## src/rtl/ysyx_24100013_wbu.sv

```systemverilog
// ysyx_24100013_wbu: writeback unit that performs load reads with byte/half/word extraction and drives a one-cycle register-file write.
module ysyx_24100013_wbu #(
  parameter int ADDR_WIDTH = 5,
  parameter int DATA_WIDTH = 32
) (
  input  logic                  clk,
  input  logic                  rst_n,
  input  logic                  ex_valid,
  output logic                  ex_ready,
  input  logic [ADDR_WIDTH-1:0] ex_rd,
  input  logic                  ex_wen,
  input  logic                  ex_is_load,
  input  logic [2:0]            ex_funct3,
  input  logic [DATA_WIDTH-1:0] ex_result,
  output logic                  mem_req_valid,
  input  logic                  mem_req_ready,
  output logic [DATA_WIDTH-1:0] mem_req_addr,
  input  logic                  mem_rsp_valid,
  input  logic [DATA_WIDTH-1:0] mem_rsp_data,
  output logic                  rf_wen,
  output logic [ADDR_WIDTH-1:0] rf_rd,
  output logic [DATA_WIDTH-1:0] rf_wdata,
  output logic                  wb_commit,
  output logic                  wb_misalign
);
  typedef enum logic [1:0] {IDLE, REQ, WAIT, WB} state_t;
  state_t                state_q, state_d;
  logic [ADDR_WIDTH-1:0] rd_q;
  logic                  wen_q, load_q;
  logic [2:0]            f3_q;
  logic [DATA_WIDTH-1:0] res_q, wdata_q, ld_data;
  logic                  hs, is_byte, is_half, mis, sx;
  logic [1:0]            a;
  logic [7:0]            b;
  logic [15:0]           h;
  // Held low through reset so nothing is accepted before the state register is valid.
  assign ex_ready      = rst_n & (state_q == IDLE);
  assign hs            = ex_valid & ex_ready;
  assign a             = res_q[1:0];
  assign is_byte       = f3_q[1:0] == 2'b00;
  assign is_half       = f3_q[1:0] == 2'b01;
  assign sx            = ~f3_q[2];
  assign mis           = is_half ? a[0] : (!is_byte && a != 2'b00);
  assign b             = mem_rsp_data[{a, 3'b000} +: 8];
  assign h             = a[1] ? mem_rsp_data[31:16] : mem_rsp_data[15:0];
  assign ld_data       = is_byte ? {{24{b[7] & sx}}, b} : is_half ? {{16{h[15] & sx}}, h} : mem_rsp_data;
  assign mem_req_valid = state_q == REQ;
  assign mem_req_addr  = {res_q[DATA_WIDTH-1:2], 2'b00};
  assign wb_commit     = state_q == WB;
  assign rf_wen        = wb_commit & wen_q & (rd_q != '0);
  assign wb_misalign   = wb_commit & load_q & mis;
  assign rf_rd         = rd_q;
  assign rf_wdata      = wdata_q;
  always_comb begin
    state_d = state_q;
    case (state_q)
      IDLE:    state_d = hs ? (ex_is_load ? REQ : WB) : IDLE;
      REQ:     state_d = mem_req_ready ? WAIT : REQ;
      WAIT:    state_d = mem_rsp_valid ? WB : WAIT;
      default: state_d = IDLE;
    endcase
  end
  always_ff @(posedge clk or negedge rst_n) begin
    if (!rst_n) state_q <= IDLE;
    else        state_q <= state_d;
  end
  always_ff @(posedge clk or negedge rst_n) begin
    if (!rst_n) begin
      rd_q    <= '0;
      wen_q   <= 1'b0;
      load_q  <= 1'b0;
      f3_q    <= '0;
      res_q   <= '0;
      wdata_q <= '0;
    end else begin
      if (hs) begin
        rd_q    <= ex_rd;
        wen_q   <= ex_wen;
        load_q  <= ex_is_load;
        f3_q    <= ex_funct3;
        res_q   <= ex_result;
        wdata_q <= ex_result;
      end
      if (state_q == WAIT && mem_rsp_valid) wdata_q <= ld_data;
    end
  end
endmodule

```

## config.mk

```make
export PLATFORM = sky130hd
export DESIGN_NAME = ysyx_24100013_wbu
export DESIGN_NICKNAME = d
export VERILOG_FILES = /design/src/rtl/ysyx_24100013_wbu.sv
export SDC_FILE = /design/constraint.sdc
export NUM_CORES = 1
export LEC_CHECK = 0
export BUFFER_PORTS_ARGS = -buffer_cell sky130_fd_sc_hd__clkbuf_2
export CORE_MARGIN = 2
export CORE_UTILIZATION = 52
export CTS_BUF_LIST = sky130_fd_sc_hd__clkbuf_4 sky130_fd_sc_hd__clkbuf_8
export CTS_CLUSTER_SIZE = 25
export DETAILED_ROUTE_END_ITERATION = 10
export PLACE_DENSITY = 0.93
export SKIP_CTS_REPAIR_TIMING = 1
export SLEW_MARGIN = 20
export SYNTH_ARGS = -nofsm -noshare
export SYNTH_HDL_FRONTEND = slang
export SYNTH_SLANG_ARGS = --single-unit
```

## constraint.sdc

```tcl
create_clock -name clk -period 2.25 [get_ports clk]
set_clock_uncertainty 0.15 [all_clocks]
set_input_delay 0 -clock clk [delete_from_list [all_inputs] [get_ports clk]]
set_output_delay 0 -clock clk [all_outputs]
set_load 0.01 [all_outputs]
```

==> qor.yml <==
placement:
  place_hpwl_um: 9220
  place_area_um2: 4840
  io_buffers: 150
  routabilityCongestion: 0.986
  place_ws_ns: 0.326
cts:
  cts_made_buffers: 9
  clock_latency_ns: 0.35
  clkTransAtPathRegs_ns: 0.08
  clock_sinks: 76
  cts_root_buf: "clkbuf_8"
  cts_max_level: 3
  cts_buffer_depth: 2
  cts_tree: "done"
routing:
  first_pass_iters: 6
  vias: 4411
  routed_wl_um: 14000
  drc: 0
  detail-route-antenna-nets: 0
  viasPerCell: 5.68
  first_iter_violations: 420
  avgRoutedWirePerCell_um: 18.0
die:
  fp.dieW_um: 94.0
  io_pins: 153
  num_rows: 32
  core_area_um2: 7770
  design.die.area_um2: 8830
  start_util: 0.542
  fp.dieH_um: 94.0
logic_synthesis:
  synth_top_area_cell: "dfrtp_1"
  synth_edf_count: 0
  synth_cell_types: 43
  yosysMostFrequentCell: "nand2_1"
  syn-instance-count: 489
  synthesis.area_um2: 4210
  synthTopCellsByArea: "dfrtp_1, nand2_1, buf_4, mux4_2, a32o_1"
  synth-warning-count: 0
  synth.avg_cell_area_um2: 8.60
  async_reset_ff_frac: 1.00
  synth_common_cells: "nand2_1, dfrtp_1, buf_4"
  synth-seq-cells: 76
  ys.flop_type: "dfrtp_1"
  synth_top_area_frac: 0.452
  ys_seq_area_frac: 0.452
worst_setup_path:
  reg2reg_setup_slack_ns: 0.19
  worst-path-max-fanout: 13
  arrival_ns: 2.15
  worstSetupPathType: "register to register"
  startpoint_type: "register"
  rr_endpoint: "rf_wdata[6]"
  worstPathRequired_ns: 2.35
  reg2reg_from: "f3_q[0]"
  critPathCaptureType: "register"
  rr_worst_depth: 4
grt:
  grt_pass1_wl_um: 19200
  antenna_found_initial: 0
  met3_usage: 0.0610
  grt_busiest_layer: "met2"
  grt_util_all_layers: 0.287
  use_met2: 0.473
  grt_max_degree: 69
  grt_pass1_vias: 3896
  use_met1: 0.364
  grt-ovfl-total: 0
layout:
  nNetsFinal: 748
  areaGrowthSynthToFinish_pct: 36.3
  final_layout_size_suffix_gt1_frac: 0.309
  n_fill_cell: 576
  fin_area_um2: 5740
  post-route-util: 0.739
timing:
  fmax_ghz: 0.486
  setup_viol: 0
  grt_setup_unrepaired: "false"
  fin_worst_hold_slack_ns: -0.0275
  post-route-period-util: 0.914
  post-route-min-period_ns: 2.06
  setup_ws_ns: 0.194
  tightestPinTransition_ns: 0.857
  slew_viol_final: 0
  totalNegativeSetupSlack_ns: 0
  hold_viol: 7
  slew_headroom: 0.429
pwr:
  swShare: 0.416
  irDropWorstVdd_uv: 690
  power_frac_seq: 0.355
  p_int_mw: 4.25
  p_comb_frac: 0.485
  pwr-share-clk: 0.161
  leakagePower_nw: 3.03
  finalPower_mw: 7.28
  p_per_area_nw_per_um2: 1270
  p_sw_mw: 3.03
min_path:
  hold_end: "rf_wdata[10]"
  hold_depth: 4
  min_path_type: "primary input to register"
  hp-start: "mem_rsp_data[26]"
status:
  violations: "hold timing"
  status: "finished with violations"
job:
  maxCapViolCount: 0
[layout by cell type (no fill, tap or decap), types with 2 or more instances in the layout]
| cell type | synthesis | layout |
|---|---|---|
| buf_4 | 33 | 18 |
| nand2_2 | 9 | 9 |
| nor2_1 | 3 | 3 |
| and2_1 | 2 | 2 |
| nand2_1 | 195 | 195 |
| nor3b_1 | 2 | 2 |
| a2bb2oi_1 | 8 | 8 |
| mux4_2 | 7 | 7 |
| o21ai_0 | 10 | 10 |
| conb_1 | 1 | 2 |
| clkbuf_2 | 0 | 149 |
| nand3b_1 | 9 | 9 |
| a21o_1 | 7 | 7 |
| a21oi_1 | 19 | 19 |
| clkinv_2 | 0 | 3 |
| a32o_1 | 15 | 15 |
| mux2i_1 | 8 | 8 |
| nand3_1 | 30 | 30 |
| bufinv_16 | 0 | 2 |
| dfrtp_1 | 76 | 76 |
| clkbuf_8 | 0 | 10 |
| dlygate4sd3_1 | 0 | 67 |
[state kept, by name (all words and copies together), names as in the netlist]
name / cells
f3_q: 3
load_q: 1
res_q: 32
rf_rd: 5
rf_wdata: 32
state_q: 2
wen_q: 1
[worst max-delay path by stage]
stage	from	depth (start not counted)	to	slack (ns)
finish	f3_q[0]	4	rf_wdata[6]	0.19
global placement	state_q[1]	5	rf_wdata[2]	0.43
global route	f3_q[0]	4	rf_wdata[6]	0.12
floorplan	res_q[1]	5	rf_wdata[21]	0.45
detailed placement	f3_q[0]	4	rf_wdata[4]	0.33
CTS	f3_q[0]	4	rf_wdata[6]	0.26
[power by group through the flow]
| stage | clock [mW] | combinational (mW) | sequential, mW |
|---|---|---|---|
| 2_1_floorplan | 0 | 2.45 | 2.53 |
| 4_1_cts | 1.17 | 3.38 | 2.56 |
| 3_3_place_gp | 0 | 3.23 | 2.53 |
| 5_1_grt | 1.23 | 3.87 | 2.65 |
| 3_5_place_dp | 0 | 3.36 | 2.57 |
| 6_report | 1.17 | 3.53 | 2.58 |
[worst max-delay path, stage by stage (launching register included)]
cell      delay, ns
dfrtp_1        0.61
nand3b_1       0.50
mux2i_1        0.34
o21ai_0        0.14
a21o_1         0.22
[area by class of cell]
type	count	area (um2)	share of cell area
Multi-Input combinational cell	347	1930	0.336
Tap cell	102	128	0.0222
Sequential cell	76	1900	0.332
Antenna cell	1	2.50	0.000436
Inverter	1	3.75	0.000654
Clock buffer	11	145	0.0253
Clock inverter	5	75.1	0.0131
Timing Repair Buffer	234	1550	0.270
[cell families (layout without fill, tap and decap cells)]
family                 count (synthesis)  count (layout)  synth area share
AOI/OAI and AO/OA                     70              70             0.125
buffers and inverters                 67             251            0.0952
DFF                                   76              76             0.452
muxes                                 17              17            0.0627
other                                  1               3          0.000891
and+or+nand+nor                      258             258             0.264
[per-stage QoR]
stage | hold slack, ns | instances
global route | 0.00546 | 776
floorplan | -0.446 | 490
detailed placement | -0.292 | 693
global placement | -0.301 | 693
finish | -0.0275 | 777
CTS | -0.674 | 709
[metal layers]
metal / share of wire / routed length (um)
met1: 0.38 / 5300
met2: 0.50 / 7030
met3: 0.087 / 1220
met4: 0.033 / 456
met5: 0 / 0
Power figures use the tool's default switching activity.
